<file path="src/rtl/keypad_pkg.sv">
// rtl/keypad_pkg.sv - keypad code constants, code-to-matrix mapping and emulator FSM states
package keypad_pkg;

    localparam logic [3:0] KEY_0   = 4'h0;
    localparam logic [3:0] KEY_1   = 4'h1;
    localparam logic [3:0] KEY_2   = 4'h2;
    localparam logic [3:0] KEY_3   = 4'h3;
    localparam logic [3:0] KEY_4   = 4'h4;
    localparam logic [3:0] KEY_5   = 4'h5;
    localparam logic [3:0] KEY_6   = 4'h6;
    localparam logic [3:0] KEY_7   = 4'h7;
    localparam logic [3:0] KEY_8   = 4'h8;
    localparam logic [3:0] KEY_9   = 4'h9;
    localparam logic [3:0] KEY_ADD = 4'hA;
    localparam logic [3:0] KEY_SUB = 4'hB;
    localparam logic [3:0] KEY_MUL = 4'hC;
    localparam logic [3:0] KEY_DIV = 4'hD;
    localparam logic [3:0] KEY_CLR = 4'hE;
    localparam logic [3:0] KEY_EQ  = 4'hF;

    typedef enum logic [2:0] {
        ST_IDLE,
        ST_PRESS_BOUNCE,
        ST_HOLD,
        ST_RELEASE_BOUNCE,
        ST_GAP
    } kp_state_t;

    // Returns {col[1:0], row[1:0]}; col indexes COLS, row indexes ROWS.
    function automatic logic [3:0] key_to_colrow(input logic [3:0] code);
        logic [3:0] cr;
        cr = 4'h0;
        case (code)
            KEY_1:   cr = {2'd0, 2'd0};
            KEY_4:   cr = {2'd0, 2'd1};
            KEY_7:   cr = {2'd0, 2'd2};
            KEY_CLR: cr = {2'd0, 2'd3};
            KEY_2:   cr = {2'd1, 2'd0};
            KEY_5:   cr = {2'd1, 2'd1};
            KEY_8:   cr = {2'd1, 2'd2};
            KEY_0:   cr = {2'd1, 2'd3};
            KEY_3:   cr = {2'd2, 2'd0};
            KEY_6:   cr = {2'd2, 2'd1};
            KEY_9:   cr = {2'd2, 2'd2};
            KEY_EQ:  cr = {2'd2, 2'd3};
            KEY_ADD: cr = {2'd3, 2'd0};
            KEY_SUB: cr = {2'd3, 2'd1};
            KEY_MUL: cr = {2'd3, 2'd2};
            KEY_DIV: cr = {2'd3, 2'd3};
            default: cr = 4'h0;
        endcase
        return cr;
    endfunction

endpackage

</file>
<file path="src/rtl/contact_bounce_gen.sv">
// rtl/contact_bounce_gen.sv - contact bounce waveform: PULSES pairs of PERIOD-cycle halves, starting at target level
module contact_bounce_gen #(
    parameter int PULSES = 0,
    parameter int PERIOD = 1
) (
    input  logic CLK,
    input  logic RST,
    input  logic start,
    input  logic target,
    output logic level_next,
    output logic done
);

    localparam int PER_W  = $clog2(PERIOD) + 1;
    localparam int HALF_W = $clog2(2 * PULSES + 1) + 1;
    localparam logic [PER_W-1:0]  PER_LOAD  = PER_W'(PERIOD - 1);
    localparam logic [HALF_W-1:0] HALF_LOAD = HALF_W'(2 * PULSES - 1);

    logic              active, active_d;
    logic              level, level_d;
    logic [PER_W-1:0]  per_cnt, per_d;
    logic [HALF_W-1:0] half_cnt, half_d;

    assign done       = active && (per_cnt == '0) && (half_cnt == '0);
    // The next level is exported so the owner can register its contact output in step with us.
    assign level_next = level_d;

    always_comb begin
        active_d = active;
        level_d  = level;
        per_d    = per_cnt;
        half_d   = half_cnt;
        if (start) begin
            active_d = 1'b1;
            level_d  = target;
            per_d    = PER_LOAD;
            half_d   = HALF_LOAD;
        end else if (active) begin
            if (per_cnt == '0) begin
                if (half_cnt == '0) begin
                    active_d = 1'b0;
                end else begin
                    half_d  = half_cnt - HALF_W'(1);
                    per_d   = PER_LOAD;
                    level_d = ~level;
                end
            end else begin
                per_d = per_cnt - PER_W'(1);
            end
        end
    end

    always_ff @(posedge CLK or posedge RST) begin
        if (RST) begin
            active   <= 1'b0;
            level    <= 1'b0;
            per_cnt  <= '0;
            half_cnt <= '0;
        end else begin
            active   <= active_d;
            level    <= level_d;
            per_cnt  <= per_d;
            half_cnt <= half_d;
        end
    end

endmodule

</file>
<file path="src/rtl/keypad_matrix_emulator.sv">
// rtl/keypad_matrix_emulator.sv - 4x4 membrane keypad emulator driving active-low ROWS from scanned COLS
module keypad_matrix_emulator
    import keypad_pkg::*;
#(
    parameter int HOLD_CYCLES   = 2_500_000,
    parameter int GAP_CYCLES    = 2_500_000,
    parameter int BOUNCE_PERIOD = 25_000,
    parameter int BOUNCE_PULSES = 0
) (
    input  logic       CLK,
    input  logic       RST,
    input  logic [3:0] KEY_CODE,
    input  logic       KEY_VALID,
    output logic       KEY_READY,
    input  logic [3:0] COLS,
    output logic [3:0] ROWS,
    output logic       BUSY,
    output logic       CONTACT,
    output logic       KEY_DONE
);

    localparam int CNT_MAX = (HOLD_CYCLES > GAP_CYCLES) ? HOLD_CYCLES : GAP_CYCLES;
    localparam int CNT_W   = $clog2(CNT_MAX) + 1;
    localparam logic [CNT_W-1:0] HOLD_LOAD = CNT_W'(HOLD_CYCLES - 1);
    localparam logic [CNT_W-1:0] GAP_LOAD  = CNT_W'(GAP_CYCLES - 1);
    localparam bit BOUNCE_EN = (BOUNCE_PULSES > 0);

    kp_state_t        state, state_d;
    logic [CNT_W-1:0] cnt, cnt_d;
    logic [1:0]       key_col, key_row;
    logic             accept;
    logic             contact_q, contact_d;
    logic [3:0]       rows_q, rows_d;
    logic             gen_start, gen_target, gen_level_next, gen_done;
    logic             key_done;

    contact_bounce_gen #(
        .PULSES (BOUNCE_PULSES),
        .PERIOD (BOUNCE_PERIOD)
    ) u_bounce (
        .CLK        (CLK),
        .RST        (RST),
        .start      (gen_start),
        .target     (gen_target),
        .level_next (gen_level_next),
        .done       (gen_done)
    );

    always_comb begin
        state_d    = state;
        cnt_d      = cnt;
        accept     = 1'b0;
        gen_start  = 1'b0;
        gen_target = 1'b0;
        key_done   = 1'b0;
        case (state)
            ST_IDLE: begin
                if (KEY_VALID) begin
                    accept = 1'b1;
                    if (BOUNCE_EN) begin
                        state_d    = ST_PRESS_BOUNCE;
                        gen_start  = 1'b1;
                        gen_target = 1'b1;
                    end else begin
                        state_d = ST_HOLD;
                        cnt_d   = HOLD_LOAD;
                    end
                end
            end
            ST_PRESS_BOUNCE: begin
                if (gen_done) begin
                    state_d = ST_HOLD;
                    cnt_d   = HOLD_LOAD;
                end
            end
            ST_HOLD: begin
                if (cnt == '0) begin
                    if (BOUNCE_EN) begin
                        state_d    = ST_RELEASE_BOUNCE;
                        gen_start  = 1'b1;
                        gen_target = 1'b0;
                    end else begin
                        state_d = ST_GAP;
                        cnt_d   = GAP_LOAD;
                    end
                end else begin
                    cnt_d = cnt - CNT_W'(1);
                end
            end
            ST_RELEASE_BOUNCE: begin
                if (gen_done) begin
                    state_d = ST_GAP;
                    cnt_d   = GAP_LOAD;
                end
            end
            ST_GAP: begin
                if (cnt == '0) begin
                    key_done = 1'b1;
                    state_d  = ST_IDLE;
                end else begin
                    cnt_d = cnt - CNT_W'(1);
                end
            end
            default: state_d = ST_IDLE;
        endcase
    end

    // Contact follows the state being entered so that CONTACT rises the cycle after acceptance.
    always_comb begin
        contact_d = 1'b0;
        if (state_d == ST_HOLD) begin
            contact_d = 1'b1;
        end else if ((state_d == ST_PRESS_BOUNCE) || (state_d == ST_RELEASE_BOUNCE)) begin
            contact_d = gen_level_next;
        end
    end

    always_comb begin
        rows_d = 4'b1111;
        for (int r = 0; r < 4; r++) begin
            rows_d[r] = !(contact_q && (key_row == 2'(r)) && !COLS[key_col]);
        end
    end

    always_ff @(posedge CLK or posedge RST) begin
        if (RST) begin
            state     <= ST_IDLE;
            cnt       <= '0;
            key_col   <= 2'd0;
            key_row   <= 2'd0;
            contact_q <= 1'b0;
            rows_q    <= 4'b1111;
        end else begin
            state     <= state_d;
            cnt       <= cnt_d;
            contact_q <= contact_d;
            rows_q    <= rows_d;
            if (accept) begin
                {key_col, key_row} <= key_to_colrow(KEY_CODE);
            end
        end
    end

    assign KEY_READY = (state == ST_IDLE);
    assign BUSY      = !KEY_READY;
    assign CONTACT   = contact_q;
    assign ROWS      = rows_q;
    assign KEY_DONE  = key_done;

endmodule
</file>
<file path="config.mk">
export PLATFORM = sky130hd
export DESIGN_NAME = keypad_matrix_emulator
export DESIGN_NICKNAME = d
export VERILOG_FILES = /design/src/rtl/keypad_pkg.sv /design/src/rtl/contact_bounce_gen.sv /design/src/rtl/keypad_matrix_emulator.sv
export SDC_FILE = /design/constraint.sdc
export NUM_CORES = 1
export LEC_CHECK = 0
export CAP_MARGIN = 20
export CORE_MARGIN = 2
export CORE_UTILIZATION = 55
export DETAILED_ROUTE_END_ITERATION = 8
export HOLD_SLACK_MARGIN = 0.05
export PLACE_DENSITY = 0.76
export REMOVE_ABC_BUFFERS = 1
export SLEW_MARGIN = 20
export SYNTH_ARGS = -nofsm -noshare
export SYNTH_HDL_FRONTEND = slang
export SYNTH_SLANG_ARGS = --single-unit
</file>
<file path="constraint.sdc">
create_clock -name CLK -period 7.73 [get_ports CLK]
set_input_delay 1.546 -clock CLK [delete_from_list [all_inputs] [get_ports CLK]]
set_output_delay 1.546 -clock CLK [all_outputs]
set_load 0.01 [all_outputs]
</file>
==> results of run 1 <==
final cells by class:
type,instances,area (um^2),area share (%)
Multi-Input combinational cell,239,1618,48.46
Sequential cell,52,1306,39.13
Timing Repair Buffer,19,187.7,5.622
Tap cell,70,87.58,2.624
Clock buffer,6,82.58,2.474
Inverter,11,41.29,1.237
Clock inverter,2,15.01,0.4498
cell usage in the layout (no fill, tap or decap), drive strengths merged, types with 6 or more instances in the layout:
cell           synthesis  layout
o21ai                 18      18
xor2                   8       8
nor4                   7       7
clkdlybuf4s50          0      18
a21oi                 23      23
a211oi                 7       7
dfrtp                 48      48
nand3                 12      12
nand2b                 8       8
xnor2                  7       7
a21boi                12      12
clkbuf                11       6
inv                   11      11
nand2                 26      26
mux2i                 16      16
nor3                  14      14
nor2                  17      17
a21o                   9       9
kinds of logic after synthesis:
family | after synthesis | share of synthesized area, %
muxes | 18 | 6.415
DFF | 52 | 43.21
adders and majority gates | 3 | 1.242
xor gates and xnor gates | 15 | 4.346
and+or+nand+nor | 116 | 20.90
AOI/OAI and AO/OA | 87 | 20.49
buffers and inverters | 26 | 3.394
through the flow:
stage          hold WS [ns]  total power [uW]  setup slack [ns]  utilization (%)  cell area (um^2)
2_1_floorplan        0.4188             286.6             4.607                -              2962
5_1_grt              0.4998             469.6             3.207            64.13              3338
6_report             0.4721             451.3             3.459            64.13              3338
4_1_cts              0.4781             459.5             3.494            64.13              3338
3_3_place_gp         0.4519             296.2             3.905            62.26              3241
3_5_place_dp         0.4614             296.3             3.843            62.26              3241
worst max-delay path: stages (launching register included):
cell	delay, ns
dfrtp_1	0.40
inv_1	0.09
ha_1	0.20
nor4b_1	0.58
and3_1	0.40
and3_1	0.22
clkdlybuf4s50_1	0.54
how the worst min path moves through the flow:
stage | start | endpoint | slack, ns | cells after the start
floorplan | key_row[0] | ROWS[1] | 0.42 | 1
global placement | u_bounce.per_cnt[7] | u_bounce.per_cnt[7] | 0.45 | 1
detailed placement | u_bounce.per_cnt[7] | u_bounce.per_cnt[7] | 0.46 | 1
CTS | key_row[0] | ROWS[1] | 0.48 | 1
global route | u_bounce.per_cnt[15] | u_bounce.per_cnt[15] | 0.50 | 1
finish | key_row[0] | ROWS[1] | 0.47 | 1
metal layers:
metal	global-route usage, %	vias to the layer above	part of all wire [%]
met3	3.908	2	2.7
met2	34.31	48	48
met1	29.28	1143	48
met5	0	-	0
li1	-	1184	-
met4	6.140	0	0.69
state kept, by name, summed over array words and instances, names as in the netlist:
signal and flops:
CONTACT 1, u_bounce.active 1, u_bounce.per_cnt 16, key_col 2
ROWS 4, state 3, key_row 2, cnt 23
power groups by stage:
stage	clock [uW]	sequential (uW)	combinational (uW)
3_5_place_dp	0	278	18.6
5_1_grt	176	273	20.8
4_1_cts	168	272	18.6
2_1_floorplan	0	278	8.72
6_report	161	272	18.1
3_3_place_gp	0	278	18.5
==> impl_metrics.json, run 1 <==
{
  "netlist_top_cells_area": "dfrtp_1 (40%), mux2i_1 (5.3%), a21oi_1 (3.8%), dfstp_2 (3.5%), nand2_1 (3.1%)",
  "period_minus_slack_ns": 4.271,
  "drcViolationCount": 0,
  "clock.fmax_ghz": 0.2341,
  "diodes": 0,
  "hpwl_um": 4267,
  "post_drt_wl_per_cell_um": 14.87,
  "cts.sinks": 52,
  "layout.nets": 342,
  "core.rowCount": 26,
  "start_kind": "flop",
  "cp-end-kind": "output pin",
  "r2r-start": "u_bounce.per_cnt[0]",
  "stdcell_count": 399,
  "netSwitchingFraction_pct": 21.78,
  "tightest_slew_ns": 0.9602,
  "critPathMaxFanout": 7,
  "clkPwrFrac_pct": 35.6,
  "ir_drop_mv": 0.1004,
  "seq_power_share_pct": 60.4,
  "ff2ff_path_depth": 7,
  "crit_path_end": "KEY_DONE",
  "outcome": "complete, no violations",
  "relSlewSlack_pct": 35.56,
  "root_buffer": "clkbuf_8",
  "synthArstFlopShare_pct": 100.0,
  "avgSynthCellArea_um2": 9.536,
  "drt_iter0_drc": 188,
  "fin_crit_sh_pct": 55.25,
  "ys_types": 55,
  "drtPass1Iterations": 4,
  "critPathRequiredTime_ns": 6.18,
  "p_comb_share_pct": 4.0,
  "p_leak_uw": 0.001284,
  "start_util_pct": 58.08,
  "grt_pass1_vias": 2254,
  "vias_per_cell": 5.957,
  "cts_buffers": 5,
  "ys.flop_type": "dfrtp_1",
  "finClkSkew_ns": 0.009089,
  "clk_latency_ns": 0.30,
  "antenna_found_initial": 0,
  "power.density_nw_per_um2": 135.2,
  "ctsResizeCount": 0,
  "gp_congestion": 0.8944,
  "hp-class": "reg -> reg",
  "routed_wl_um": 5933,
  "drv_slew": 0,
  "die_y_um": 78.14,
  "tns_ns": 0,
  "core_region_area_um2": 5205,
  "overflow": 0,
  "syn_inst": 317,
  "drv_cap": 0,
  "htreeDepth": 2,
  "rsz0062_at_grt": "no",
  "drive_gt1_share_pct": 7.903,
  "grt_first_pass_wirelength_um": 10380,
  "yosysSeqAreaShare_pct": 43.21,
  "synth_top_cell_area_share_pct": 39.74,
  "grt_max_degree": 39,
  "die_w_um": 78.14,
  "p_sw_uw": 98.27,
  "intPower_uw": 353.0,
  "synth_most_common_cell": "dfrtp_1",
  "synth.largest_area_cell": "dfrtp_1",
  "timing.rr.end": "cnt[22]",
  "yosys_register_bits": 52,
  "hold_violations": 0,
  "die_area_um2": 6105,
  "syn-cell-area_um2": 3023,
  "cts_tree": "done",
  "clk_path_buf_depth": 2,
  "syn_to_final_growth_pct": 10.43,
  "finalSetupViolations": 0,
  "io_buffers": 18,
  "startpoint": "cnt[0]",
  "grt_use_total_pct": 21.19,
  "r2r_setup_slack_ns": 4.67,
  "synth_warnings": 0,
  "cts_hold_buf": 0,
  "path_clk_slew_ns": 0.09,
  "dp_cells": 391,
  "cp.arrival_ns": 2.73,
  "n_fill_cell": 428,
  "io_pins": 19,
  "vias": 2377,
  "cts_setup_buffers": 0,
  "final_antenna_net_count": 0,
  "synth_edf_count": 0,
  "synth_commonest_cells": "dfrtp_1 (48), nand2_1 (25), a21oi_1 (23)",
  "worstSetupPathType": "reg -> out"
}
Power figures use the tool's default switching activity.
==> run 2: changes to the inputs <==
--- a/config.mk
+++ b/config.mk
@@ -7,7 +7,7 @@
 export LEC_CHECK = 0
 export CAP_MARGIN = 20
 export CORE_MARGIN = 2
-export CORE_UTILIZATION = 55
+export CORE_UTILIZATION = 53
 export DETAILED_ROUTE_END_ITERATION = 8
 export HOLD_SLACK_MARGIN = 0.05
 export PLACE_DENSITY = 0.76
==> constraint.sdc (replaced) <==
create_clock -name CLK -period 3.45 [get_ports CLK]
set_input_delay 0.69 -clock CLK [delete_from_list [all_inputs] [get_ports CLK]]
set_output_delay 0.69 -clock CLK [all_outputs]
set_load 0.01 [all_outputs]
==> run 2 against run 1 <==
  * Via count grew 1.9%
  * Worst hold slack got worse by 0.013 ns
  * Critical path depth unchanged
  * Routed wire length increased by 3.8%
  * Largest power group unchanged
  * Clock skew grew 0.0028 ns
  * Register-to-register slack worse by 4.2 ns
  * Count of clock-buffer cells in the layout unchanged
  * Final cell count rose by 2.0%
  * Cell area increased by 1.9%
  * Flip-flop and latch count unchanged
  * Critical path type unchanged
  * Combinational power is 120% higher
==> impl_metrics.json, run 2 (synthesis results as in run 1) <==
{
  "outcome": "complete, no violations",
  "power.density_nw_per_um2": 316.6,
  "critPathMaxFanout": 7,
  "drtPass1Iterations": 4,
  "r2r_setup_slack_ns": 0.49,
  "hold_ws_ns": 0.4588,
  "met2WireLength_um": 3009,
  "ff2ff_path_depth": 7,
  "hp-class": "reg -> reg",
  "diodes": 0,
  "die_w_um": 79.52,
  "cts_hold_buf": 0,
  "regMostFlops": "cnt",
  "tns_ns": 0,
  "final_antenna_net_count": 0,
  "tightest_slew_ns": 0.7242,
  "fin_crit_sh_pct": 91.32,
  "drcViolationCount": 0,
  "rsz0062_at_grt": "no",
  "wirelength_met1_um": 2899,
  "hold-path-endpoint": "ROWS[1]",
  "hold_violations": 0,
  "final_common_cell": "dfrtp_1",
  "ir_drop_mv": 0.2485,
  "timing.rr.end": "cnt[17]",
  "ctsResizeCount": 0,
  "critPathRequiredTime_ns": 2.76,
  "met3_length_um": 177,
  "n_fill_cell": 478,
  "r2r-start": "u_bounce.per_cnt[0]",
  "grt_first_pass_wirelength_um": 10880,
  "slowest_delay_ns": 0.53,
  "largest_register_ffs": 23,
  "start_kind": "flop",
  "crit_buf_inv": 2,
  "clk_latency_ns": 0.31,
  "die_y_um": 79.52,
  "finalSetupViolations": 0,
  "cpMostUsedCell": "and3_1",
  "vias_per_cell": 5.948,
  "grt_use_total_pct": 21.45,
  "start_util_pct": 54.90,
  "vias": 2421,
  "min_from": "key_row[0]",
  "drv_slew": 0,
  "clock.fmax_ghz": 0.3174,
  "layout.nets": 348,
  "cp-end-kind": "output pin",
  "post_drt_wl_per_cell_um": 15.13,
  "routed_wl_um": 6156,
  "layout_common_cells": "dfrtp_1 (48), nand2_1 (25), a21oi_1 (23), clkdlybuf4s50_1 (18), nor2_1 (17)",
  "htreeDepth": 2,
  "grt_max_degree": 42,
  "hpwl_um": 4420,
  "cp.arrival_ns": 2.46,
  "slowest_stage": "clkdlybuf4s50_1",
  "p_leak_uw": 0.001323,
  "cts.sinks": 52,
  "cts_setup_buffers": 0,
  "antenna_found_initial": 0,
  "hold_depth": 1,
  "period_minus_slack_ns": 3.151,
  "gp_congestion": 0.8458,
  "grt_pass1_vias": 2316,
  "drive_gt1_share_pct": 9.254,
  "relSlewSlack_pct": 51.62,
  "path_clk_slew_ns": 0.10,
  "top_layer": "met4",
  "core.rowCount": 27,
  "syn_to_final_growth_pct": 12.54,
  "overflow": 0,
  "finClkSkew_ns": 0.01190,
  "drt_iter0_drc": 101,
  "die_area_um2": 6323,
  "io_pins": 19,
  "drv_cap": 0,
  "cts_tree": "done",
  "critPathTopFamily": "simple AND/OR/NAND/NOR gates",
  "clk_path_buf_depth": 2,
  "path_cells": "inv_1 -> ha_1 -> nor4b_2 -> and3_1 -> and3_1 -> clkdlybuf4s50_1",
  "cts_buffers": 5,
  "worstSetupPathType": "reg -> out",
  "io_buffers": 18,
  "root_buffer": "clkbuf_8",
  "core_region_area_um2": 5507
}
[run 2: routing by layer]
metal,GRT usage (%),vias to the layer above
li1,-,1193
met5,0,-
met2,36.55,42
met4,5.172,0
met1,28.43,1178
met3,3.733,8
[run 2: final cells by class]
| class | instances | area (um^2) | share of cell area (%) |
|---|---|---|---|
| Inverter | 11 | 41.29 | 1.214 |
| Clock buffer | 6 | 72.57 | 2.133 |
| Timing Repair Buffer | 25 | 232.7 | 6.841 |
| Clock inverter | 2 | 38.79 | 1.140 |
| Tap cell | 72 | 90.09 | 2.648 |
| Sequential cell | 52 | 1306 | 38.40 |
| Multi-Input combinational cell | 239 | 1620 | 47.63 |
[run 2: through the flow]
stage	worst slack, ns	utilization (%)	power, uW	std cells	cell area, um^2
2_1_floorplan	0.3776	-	642.2	302	2962
3_3_place_gp	0.5693	59.65	663.5	399	3284
3_5_place_dp	0.4382	59.65	664.5	399	3284
4_1_cts	0.08648	61.67	1093	407	3396
5_1_grt	0.09222	61.78	1124	407	3402
6_report	0.2993	61.78	1077	407	3402
[run 2: how the worst max path moves through the flow]
stage / start / slack [ns] / endpoint / depth (start not counted)
floorplan: cnt[0] / 0.38 / cnt[22] / 7
global placement: cnt[0] / 0.57 / KEY_DONE / 6
detailed placement: cnt[0] / 0.44 / KEY_DONE / 6
CTS: cnt[0] / 0.09 / KEY_DONE / 6
global route: cnt[0] / 0.09 / KEY_DONE / 6
finish: cnt[0] / 0.30 / KEY_DONE / 6
[run 2: power by group]
| part | switching, uW | leakage, uW | internal (uW) |
|---|---|---|---|
| combinational | 22.6 | 0.000652 | 18.1 |
| clock | 207 | 0.0000558 | 219 |
| sequential | 0.194 | 0.000615 | 610 |
| total | 229 | 0.00132 | 848 |
